--- src/rtl/miner_pkg.sv ---
// Shared types and constants for the miner job controller and its arbiter.
package miner_pkg;

    localparam int STATE_W = 3;

    typedef enum logic [STATE_W-1:0] {
        ST_IDLE     = 3'd0,
        ST_LOAD_MID = 3'd1,
        ST_LOAD_REM = 3'd2,
        ST_SOLVE    = 3'd3,
        ST_HALT     = 3'd4
    } state_e;

    localparam logic [1:0] RESP_WAIT   = 2'b00;
    localparam logic [1:0] RESP_RESUME = 2'b01;

    // Width of an index into n items, never narrower than one bit.
    function automatic int idx_w(input int n);
        return (n > 1) ? $clog2(n) : 1;
    endfunction

endpackage

--- src/rtl/miner_rr_arbiter.sv ---
// Round-robin picker: first requester above the last-granted index, wrapping around.
module miner_rr_arbiter
    import miner_pkg::*;
#(
    parameter int N = 4
) (
    input  logic [N-1:0]          req,
    input  logic [idx_w(N)-1:0]   last,
    output logic [N-1:0]          grant,
    output logic [idx_w(N)-1:0]   idx,
    output logic                  any
);

    localparam int IW = idx_w(N);

    logic [IW-1:0] cand;

    always_comb begin
        grant = '0;
        idx   = '0;
        any   = 1'b0;
        cand  = '0;
        for (int i = 1; i <= N; i++) begin
            cand = IW'((int'(last) + i) % N);
            if (!any && req[cand]) begin
                any         = 1'b1;
                grant[cand] = 1'b1;
                idx         = cand;
            end
        end
    end

endmodule

--- src/rtl/miner_controller_mc.sv ---
// Miner job controller: header load sequencing, solve enable and claim review.
// Optional HALT abandon timer enabled by defining MINER_HALT_TIMEOUT_EN.
module miner_controller_mc
    import miner_pkg::*;
#(
    parameter int NUM_CORES    = 4,
    parameter int MID_SHIFTS   = 8,
    parameter int REM_SHIFTS   = 4,
    parameter int HALT_TIMEOUT = 1024
) (
    input  logic                          clk,
    input  logic                          n_rst,
    input  logic                          start_found,
    input  logic                          shift_valid,
    input  logic [NUM_CORES-1:0]          sol_claim,
    input  logic [NUM_CORES-1:0]          core_exhausted,
    input  logic [1:0]                    sol_response,
    output logic [STATE_W-1:0]            state,
    output logic                          idleState,
    output logic                          midState,
    output logic                          headState,
    output logic                          solveState,
    output logic                          haltState,
    output logic [NUM_CORES-1:0]          core_run,
    output logic [NUM_CORES-1:0]          grant,
    output logic [idx_w(NUM_CORES)-1:0]   grant_idx,
    output logic                          no_solution,
    output logic                          halt_timeout
);

    localparam int IW   = idx_w(NUM_CORES);
    localparam int MAXS = (MID_SHIFTS > REM_SHIFTS) ? MID_SHIFTS : REM_SHIFTS;
    localparam int CW   = $clog2(MAXS + 1);
    localparam logic [CW-1:0] MID_LAST = CW'(MID_SHIFTS - 1);
    localparam logic [CW-1:0] REM_LAST = CW'(REM_SHIFTS - 1);

    if (NUM_CORES < 1 || NUM_CORES > 16 || MID_SHIFTS < 1 || REM_SHIFTS < 1 || HALT_TIMEOUT < 1) begin : g_bad_cfg
        $error("miner_controller_mc: parameter out of range");
    end

    state_e                state_q, state_d;
    logic [CW-1:0]         cnt_q, cnt_d;
    logic [NUM_CORES-1:0]  pend_q, pend_d;
    logic [NUM_CORES-1:0]  grant_q, grant_d;
    logic [IW-1:0]         gidx_q, gidx_d;
    logic [IW-1:0]         last_q, last_d;
    logic                  nosol_q, nosol_d;
    logic                  tout_q, tout_d;

`ifdef MINER_HALT_TIMEOUT_EN
    localparam int TW = idx_w(HALT_TIMEOUT);
    localparam logic [TW-1:0] T_LAST = TW'(HALT_TIMEOUT - 1);
    logic [TW-1:0] tcnt_q, tcnt_d;
`endif

    logic [NUM_CORES-1:0]  pend_in;
    logic [NUM_CORES-1:0]  arb_gnt;
    logic [IW-1:0]         arb_idx;
    logic                  arb_any;

    assign pend_in = pend_q | sol_claim;

    miner_rr_arbiter #(.N(NUM_CORES)) u_arb (
        .req   (pend_in),
        .last  (last_q),
        .grant (arb_gnt),
        .idx   (arb_idx),
        .any   (arb_any)
    );

    always_comb begin
        state_d = state_q;
        cnt_d   = cnt_q;
        pend_d  = pend_q;
        grant_d = grant_q;
        gidx_d  = gidx_q;
        last_d  = last_q;
        nosol_d = 1'b0;
        tout_d  = 1'b0;
`ifdef MINER_HALT_TIMEOUT_EN
        tcnt_d  = tcnt_q;
`endif
        if (start_found) begin
            state_d = ST_LOAD_MID;
            cnt_d   = '0;
            pend_d  = '0;
            grant_d = '0;
            gidx_d  = '0;
        end else begin
            case (state_q)
                ST_IDLE: ;
                ST_LOAD_MID: if (shift_valid) begin
                    if (cnt_q == MID_LAST) begin
                        state_d = ST_LOAD_REM;
                        cnt_d   = '0;
                    end else begin
                        cnt_d = cnt_q + 1'b1;
                    end
                end
                ST_LOAD_REM: if (shift_valid) begin
                    if (cnt_q == REM_LAST) begin
                        state_d = ST_SOLVE;
                        cnt_d   = '0;
                    end else begin
                        cnt_d = cnt_q + 1'b1;
                    end
                end
                ST_SOLVE: begin
                    pend_d = pend_in;
                    // A claim outranks exhaustion arriving in the same cycle.
                    if (arb_any) begin
                        state_d = ST_HALT;
                        grant_d = arb_gnt;
                        gidx_d  = arb_idx;
                        last_d  = arb_idx;
                        pend_d  = pend_in & ~arb_gnt;
`ifdef MINER_HALT_TIMEOUT_EN
                        tcnt_d  = '0;
`endif
                    end else if (&core_exhausted) begin
                        state_d = ST_IDLE;
                        nosol_d = 1'b1;
                    end
                end
                ST_HALT: begin
                    pend_d = pend_in;
                    case (sol_response)
                        RESP_WAIT: begin
`ifdef MINER_HALT_TIMEOUT_EN
                            if (tcnt_q == T_LAST) begin
                                state_d = ST_IDLE;
                                pend_d  = '0;
                                grant_d = '0;
                                gidx_d  = '0;
                                tout_d  = 1'b1;
                            end else begin
                                tcnt_d = tcnt_q + 1'b1;
                            end
`endif
                        end
                        RESP_RESUME: begin
                            state_d = ST_SOLVE;
                            grant_d = '0;
                            gidx_d  = '0;
                        end
                        default: begin
                            state_d = ST_IDLE;
                            pend_d  = '0;
                            grant_d = '0;
                            gidx_d  = '0;
                        end
                    endcase
                end
                default: begin
                    state_d = ST_IDLE;
                    cnt_d   = '0;
                    pend_d  = '0;
                    grant_d = '0;
                    gidx_d  = '0;
                end
            endcase
        end
    end

    always_ff @(posedge clk or negedge n_rst) begin
        if (!n_rst) begin
            state_q <= ST_IDLE;
            cnt_q   <= '0;
            pend_q  <= '0;
            grant_q <= '0;
            gidx_q  <= '0;
            last_q  <= IW'(NUM_CORES - 1);
            nosol_q <= 1'b0;
            tout_q  <= 1'b0;
`ifdef MINER_HALT_TIMEOUT_EN
            tcnt_q  <= '0;
`endif
        end else begin
            state_q <= state_d;
            cnt_q   <= cnt_d;
            pend_q  <= pend_d;
            grant_q <= grant_d;
            gidx_q  <= gidx_d;
            last_q  <= last_d;
            nosol_q <= nosol_d;
            tout_q  <= tout_d;
`ifdef MINER_HALT_TIMEOUT_EN
            tcnt_q  <= tcnt_d;
`endif
        end
    end

    assign state      = state_q;
    assign midState   = (state_q == ST_LOAD_MID);
    assign headState  = (state_q == ST_LOAD_REM);
    assign solveState = (state_q == ST_SOLVE);
    assign haltState  = (state_q == ST_HALT);
    // Illegal encodings read as idle so exactly one decode is ever high.
    assign idleState  = ~(midState | headState | solveState | haltState);
    assign core_run   = {NUM_CORES{solveState}};
    assign grant      = grant_q;
    assign grant_idx  = gidx_q;
    assign no_solution = nosol_q;
`ifdef MINER_HALT_TIMEOUT_EN
    assign halt_timeout = tout_q;
`else
    assign halt_timeout = 1'b0;
`endif

endmodule

--- config.mk ---
export PLATFORM = sky130hd
export DESIGN_NAME = miner_controller_mc
export DESIGN_NICKNAME = d
export VERILOG_FILES = /design/src/rtl/miner_pkg.sv /design/src/rtl/miner_rr_arbiter.sv /design/src/rtl/miner_controller_mc.sv
export SDC_FILE = /design/constraint.sdc
export NUM_CORES = 1
export LEC_CHECK = 0
export ABC_CLOCK_PERIOD_IN_PS = 6600
export BUFFER_PORTS_ARGS = -buffer_cell sky130_fd_sc_hd__clkbuf_2
export CORE_ASPECT_RATIO = 1.2
export CORE_MARGIN = 2
export CORE_UTILIZATION = 40
export CTS_CLUSTER_DIAMETER = 150
export DETAILED_ROUTE_END_ITERATION = 16
export PLACE_DENSITY = 0.59
export SETUP_SLACK_MARGIN = 0.4
export SLEW_MARGIN = 40
export SYNTH_ARGS = -nofsm -noshare
export SYNTH_HDL_FRONTEND = slang
export SYNTH_HIERARCHICAL = 1
export SYNTH_SLANG_ARGS = --single-unit
export TNS_END_PERCENT = 5
--- constraint.sdc ---
create_clock -name clk -period 6.6 [get_ports clk]
set_clock_uncertainty 0.15 [all_clocks]
set_input_delay 0.33 -clock clk [delete_from_list [all_inputs] [get_ports clk]]
set_output_delay 0.33 -clock clk [all_outputs]
set_load 0.05 [all_outputs]
==> reports/metrics.cfg, run 1 <==
[floorplanning]
start_util = 0.423
die_h_um = 78.1
coreArea_um2 = 4330
ios = 34
die_w_um = 65.8
dieArea_um2 = 5140
rows = 26

[critical_path]
cpMaxStageDelayCell = dfstp_2
cp.arrival_ns = 3.22
crit_path_frequent_cell = a21oi_1
worst-setup-path-type = reg -> reg
crit_path_end_kind = register
required_ns = 6.64
start_kind = register
startpoint = last_q[0]
cp_max_fo = 21
max_stage_delay_ns = 0.79
reg2reg_from = last_q[0]
worstPathCellList = inv_1 > ha_1 > mux4_2 > nand2_1 > o311ai_0 > or3_1 > a21oi_1 > o21ai_0 > a21oi_1

[timing]
relSlewSlack = 0.566
worst_hold_slack_ns = 0.176
fmax_ghz = 0.315
tightest_slew_ns = 0.650
setup_ws_ns = 3.42
hold_viol = 0
setup_tns_ns = 0
drv_slew = 0
rsz0062_at_grt = no
finalSetupViolCount = 0
min_period_over_period = 0.482
fin_crit_ns = 3.18

[final_layout]
drive_above_1_share = 0.236
final_nets = 253
multiInputGateArea_um2 = 1150
regArea_um2 = 503
final_common_cell = clkbuf_2
final_cells = 285
syn_to_final_growth_pct = 9.36
n_antenna_cell = 0
fin_area_um2 = 2000
utilization = 0.463
final_cell_mix = clkbuf_2, dfrtp_1, nor2_1, a21oi_1
n_fill_cell = 439

[clock_network]
cts_tree = done
holdBufCountCts = 1
clk_latency_ns = 0.26
cts_root_buffer = clkbuf_8
cts_made_buffers = 3
cts_buffer_depth = 2
cts.sinks = 20
cts_setup_buffers = 0
cts.clk_slew.worst_paths_ns = 0.08
cts_max_level = 1
ctsResizeCount = 0

[place]
place_area_um2 = 1920
pre_cts_slack_ns = 3.44
io_buffers = 32
post-place-cells = 280
dp_hpwl_um = 3380
place_congestion = 0.883

[logic_synthesis]
yosysWarnings = 6
synth_cell_types = 55
syn-mean-instance-area_um2 = 8.56
synthTopCellsByArea = dfrtp_1, ha_1, a21oi_1
seq_area_frac_synth = 0.275
synth_edf_count = 0
synth-main-ff-cell = dfrtp_1
synthCells = 214
synth_area_um2 = 1830
syn-num-nets = 237
async_flop_share = 1.00
yosys.area.top_type = dfrtp_1
synth-seq-cells = 20
yosysTopAreaCellShare = 0.246

[detailed_routing]
wirelength_um = 4580
drt_iter0_markers = 203
dr.pass1.iters = 4
viasPerCell = 5.84
via_count = 1665
wl_per_cell_um = 16.1
antenna_left = 0
drc_errors = 0

[global_routing]
grt_antenna_before_repair = 0
grt_use_total = 0.181
top_usage_layer = met2
grt_max_degree = 22
grtUsageMet1 = 0.225
grt_pass1_vias = 1593
grt_overflow_total = 0
gr-usage-met2 = 0.315
grt_pass1_wl_um = 7370
use_met3 = 0.0129

[pwr]
switching_share = 0.540
p_leak_nw = 0.903
ir_worst_vdd_mv = 0.179
power_density_nw_per_um2 = 478
switchingPower_mw = 0.517
power_mw = 0.957
p_clk_frac = 0.131
combPwrFrac = 0.625
intPower_mw = 0.440
seq_power_share = 0.244

[hold_path]
min_from = core_exhausted[1]
hold_path.class = in -> reg

[status]
run_status = complete, no violations

[flow_run]
drv_cap = 0

## routing by layer
metal  wire, um  up-vias
met5          0        -
met4        116        0
met3        155        8
met2       2400       45
met1       1900      799
li1           -      813
## Yosys cell counts, types with 2 or more instances
cell,instances
or3_1,4
inv_1,11
buf_4,5
buf_2,6
ha_1,9
a2bb2oi_1,2
a31oi_1,6
nand2b_1,6
buf_6,4
a21o_1,2
o22ai_1,3
mux2i_1,3
nor3b_1,2
nand3_1,3
or2_2,5
mux2_2,4
nor3_1,2
a21oi_1,14
mux4_2,2
o31ai_1,4
dfstp_2,2
clkbuf_1,5
xor2_1,2
nor2b_1,2
o21ai_0,13
nand3b_1,3
a211oi_1,3
dfrtp_1,18
a22o_1,6
nor2_1,15
nand2_1,13
and2_1,2
nand4_1,8
a2111o_1,4
## state kept, by name, indices dropped and copies added, names as in the netlist
register     flops
cnt_q            4
grant            4
pend_q           4
state            3
grant_idx        2
last_q           2
no_solution      1
## power by group through the flow
stage / sequential (mW) / combinational, mW / clock (mW)
after floorplan: 0.233 / 0.503 / 0
after global placement: 0.235 / 0.600 / 0
after detailed placement: 0.235 / 0.594 / 0
after CTS: 0.233 / 0.595 / 0.127
after global routing: 0.242 / 0.645 / 0.132
final: 0.233 / 0.598 / 0.125
## critical path, delay by kind of cell (launching register included)
| family | cells | cell delay (ns) |
|---|---|---|
| AOI/OAI and AO/OA | 4 | 0.57 |
| adders and majority gates | 1 | 0.51 |
| buffers and inverters | 1 | 0.17 |
| DFF | 1 | 0.79 |
| muxes | 1 | 0.42 |
| and+or+nand+nor | 2 | 0.50 |
## final timing paths
kind	end	slack, ns	cells after the start
setup / recovery	pend_q[2]	3.42	9
hold / removal	no_solution	0.18	3
setup reg to reg	pend_q[2]	3.42	9
hold reg to reg	grant[2]	0.36	1
max in group asynchronous	last_q[1]	5.51	2
min in group asynchronous	state[1]	0.43	2
## final cells by class
class	count	share of cell area
Clock buffer	3	0.0206
Tap cell	56	0.0350
Inverter	11	0.0206
Multi-Input combinational cell	161	0.573
Timing Repair Buffer	33	0.0849
Sequential cell	20	0.251
Clock inverter	1	0.0150
## cell families after synthesis
kind of cell / count (synthesis) / share of synthesized area
and+or+nand+nor: 72 / 0.221
AOI/OAI and AO/OA: 67 / 0.262
buffers and inverters: 33 / 0.0990
DFF: 20 / 0.275
adders and majority gates: 9 / 0.0615
muxes: 9 / 0.0656
xor gates and xnor gates: 3 / 0.0143
other: 1 / 0.00205
No activity file was read; power rests on OpenSTA's default activity.
==> run 2: changes to the inputs <==
Settings changed: ABC_CLOCK_PERIOD_IN_PS 6600 to 3200.
Clock period 6.6 ns to 3.2 ns, I/O delays scaled along.
==> reports/metrics.cfg, run 2 (synthesis results as in run 1) <==
[critical_path]
worst-setup-path-type = reg -> reg
crit_path_end_kind = register
cp_max_fo = 11  ; -48%
crit_path_frequent_cell = a21oi_1
worst-path-buf-inv = 1  ; unchanged
max_stage_delay_ns = 0.58  ; -0.21 ns
required_ns = 3.24  ; -3.40 ns
critical-path-top-delay-family = compound AO/OA/AOI/OAI gates
cpMaxStageDelayCell = mux4_2
worstPathCellList = or2_2 > mux4_2 > buf_4 > nand4_1 > o31ai_1 > a2111o_1 > a21oi_1 > o21ai_0 > a21oi_1
start_kind = register
cp.arrival_ns = 2.75  ; -0.47 ns

[detailed_routing]
via_count = 1754  ; +5.3%
wl_per_cell_um = 17.4  ; +8.3%
drt_iter0_markers = 127  ; -37%
antenna_left = 0  ; unchanged
drc_errors = 0  ; unchanged
wirelength_um = 5100  ; +11%
viasPerCell = 5.99  ; +2.5%
dr.pass1.iters = 4  ; unchanged

[clock_network]
cts_buffer_depth = 2  ; unchanged
cts_root_buffer = clkbuf_8
clk_latency_ns = 0.26  ; about the same
cts_max_level = 1  ; unchanged
cts.sinks = 20  ; unchanged
cts_made_buffers = 3  ; unchanged
cts_tree = done
cts.clk_slew.worst_paths_ns = 0.08  ; about the same

[timing]
finalSetupViolCount = 0  ; unchanged
fin_crit_ns = 2.71  ; -0.469 ns
tightest_slew_ns = 0.622  ; -0.0284 ns
fmax_ghz = 0.369  ; +17%
min_period_over_period = 0.847  ; +0.365
setup_tns_ns = 0  ; unchanged
drv_slew = 0  ; unchanged
rsz0062_at_grt = yes
setup_ws_ns = 0.490  ; -2.93 ns
relSlewSlack = 0.585  ; +0.0190
hold_viol = 0  ; unchanged

[final_layout]
syn_to_final_growth_pct = 14.9
utilization = 0.486  ; +0.0234
regArea_um2 = 503  ; unchanged
final_common_cell = clkbuf_2
multiInputGateArea_um2 = 1190  ; +3.9%
n_antenna_cell = 0  ; unchanged
final_nets = 261  ; +3.2%
drive_above_1_share = 0.274  ; +0.0385
final_cell_mix = clkbuf_2, dfrtp_1, nor2_1, a21oi_1
n_fill_cell = 458  ; +4.3%
fin_area_um2 = 2100  ; +5.1%

[floorplanning]
die_w_um = 65.8  ; unchanged
start_util = 0.423  ; unchanged
dieArea_um2 = 5140  ; unchanged
die_h_um = 78.1  ; unchanged
rows = 26  ; unchanged
ios = 34  ; unchanged
coreArea_um2 = 4330  ; unchanged

[status]
run_status = complete, no violations

[place]
place_area_um2 = 1950  ; +1.5%
dp_hpwl_um = 3660  ; +8.4%
place_congestion = 0.820  ; -7.1%
io_buffers = 32  ; unchanged
pre_cts_slack_ns = 0.383  ; -3.05 ns

[global_routing]
grt_pass1_vias = 1595  ; +0.13%
grt_overflow_total = 0  ; unchanged
grt_max_degree = 21  ; -4.5%
grt_use_total = 0.197  ; +0.0159
grt_antenna_before_repair = 0  ; unchanged
grt_pass1_wl_um = 7840  ; +6.4%

[flow_run]
drv_cap = 0  ; unchanged

[pwr]
ir_worst_vdd_mv = 0.352  ; +96%
p_leak_nw = 0.945  ; +4.6%
power_density_nw_per_um2 = 1010  ; +110%
power_mw = 2.13  ; +120%

[hold_path]
hold_path.class = in -> reg

-- run 2: cell count changes in the layout (fill, tap and decap cells not counted) --
| cell | previous run | this run |
|---|---|---|
| buf_4 | 0 | 6 |
| buf_6 | 0 | 1 |
| mux2i_2 | 0 | 1 |
| mux4_2 | 2 | 3 |
| ha_1 | 9 | 8 |
| a31oi_1 | 6 | 5 |
| a31oi_2 | 0 | 1 |
| mux2i_1 | 3 | 2 |
| ha_4 | 0 | 1 |
-- run 2: report_power, final --
group / leakage (nW) / internal (mW) / total, mW / switching (mW)
clock network: 0.0357 / 0.167 / 0.257 / 0.0896
logic: 0.644 / 0.521 / 1.44 / 0.923
registers: 0.265 / 0.321 / 0.429 / 0.108
-- run 2: metal layers --
| metal | vias to the layer above | share of wire | routed length (um) | GRT usage |
|---|---|---|---|---|
| met1 | 859 | 0.40 | 2060 | 0.247 |
| met2 | 46 | 0.52 | 2640 | 0.332 |
| met5 | - | 0 | 0 | 0 |
| met3 | 17 | 0.032 | 164 | 0.0129 |
| li1 | 832 | - | - | - |
| met4 | 0 | 0.045 | 231 | 0.106 |
-- run 2: cell type report --
type                            instances  area share
Multi-Input combinational cell        162       0.567
Sequential cell                        20       0.239
Timing Repair Buffer                   40       0.108
Tap cell                               56      0.0333
Clock buffer                            3      0.0196
Inverter                               11      0.0196
Clock inverter                          1      0.0143
-- run 2: worst paths after layout --
path / slack, ns / cells after the start / end / from
max: 0.49 / 9 / pend_q[0] / pend_q[1]
min: 0.003 / 3 / pend_q[2] / sol_claim[2]
max reg2reg: 0.49 / 9 / pend_q[0] / pend_q[1]
min reg2reg: 0.36 / 1 / grant_idx[1] / grant_idx[1]
min in group asynchronous: 0.25 / 2 / cnt_q[0] / n_rst
max in group asynchronous: 2.29 / 2 / last_q[0] / n_rst
-- run 2: per-stage QoR --
stage / cells / hold slack [ns]
6_report: 293 / 0.00313
3_5_place_dp: 283 / 0.0179
2_1_floorplan: 214 / -0.286
3_3_place_gp: 283 / 0.0156
4_1_cts: 288 / 0.00378
5_1_grt: 293 / 0.0201
-- run 2: worst min-delay path: stages --
cell and delay, ns:
clkbuf_2 0.08, o21ai_0 0.06, a21oi_1 0.07
-- run 2: what timing repair did --
| item | in CTS | in global routing |
|---|---|---|
| hold buffers | 1 | 0 |
| setup buffers | 0 | 4 |
| resized for setup | 1 | 4 |
| cloned | 0 | 1 |
| pin swaps | 0 | 1 |
| endpoints found under the setup margin | 2 | 4 |
| endpoints found under the hold margin | 18 | 0 |
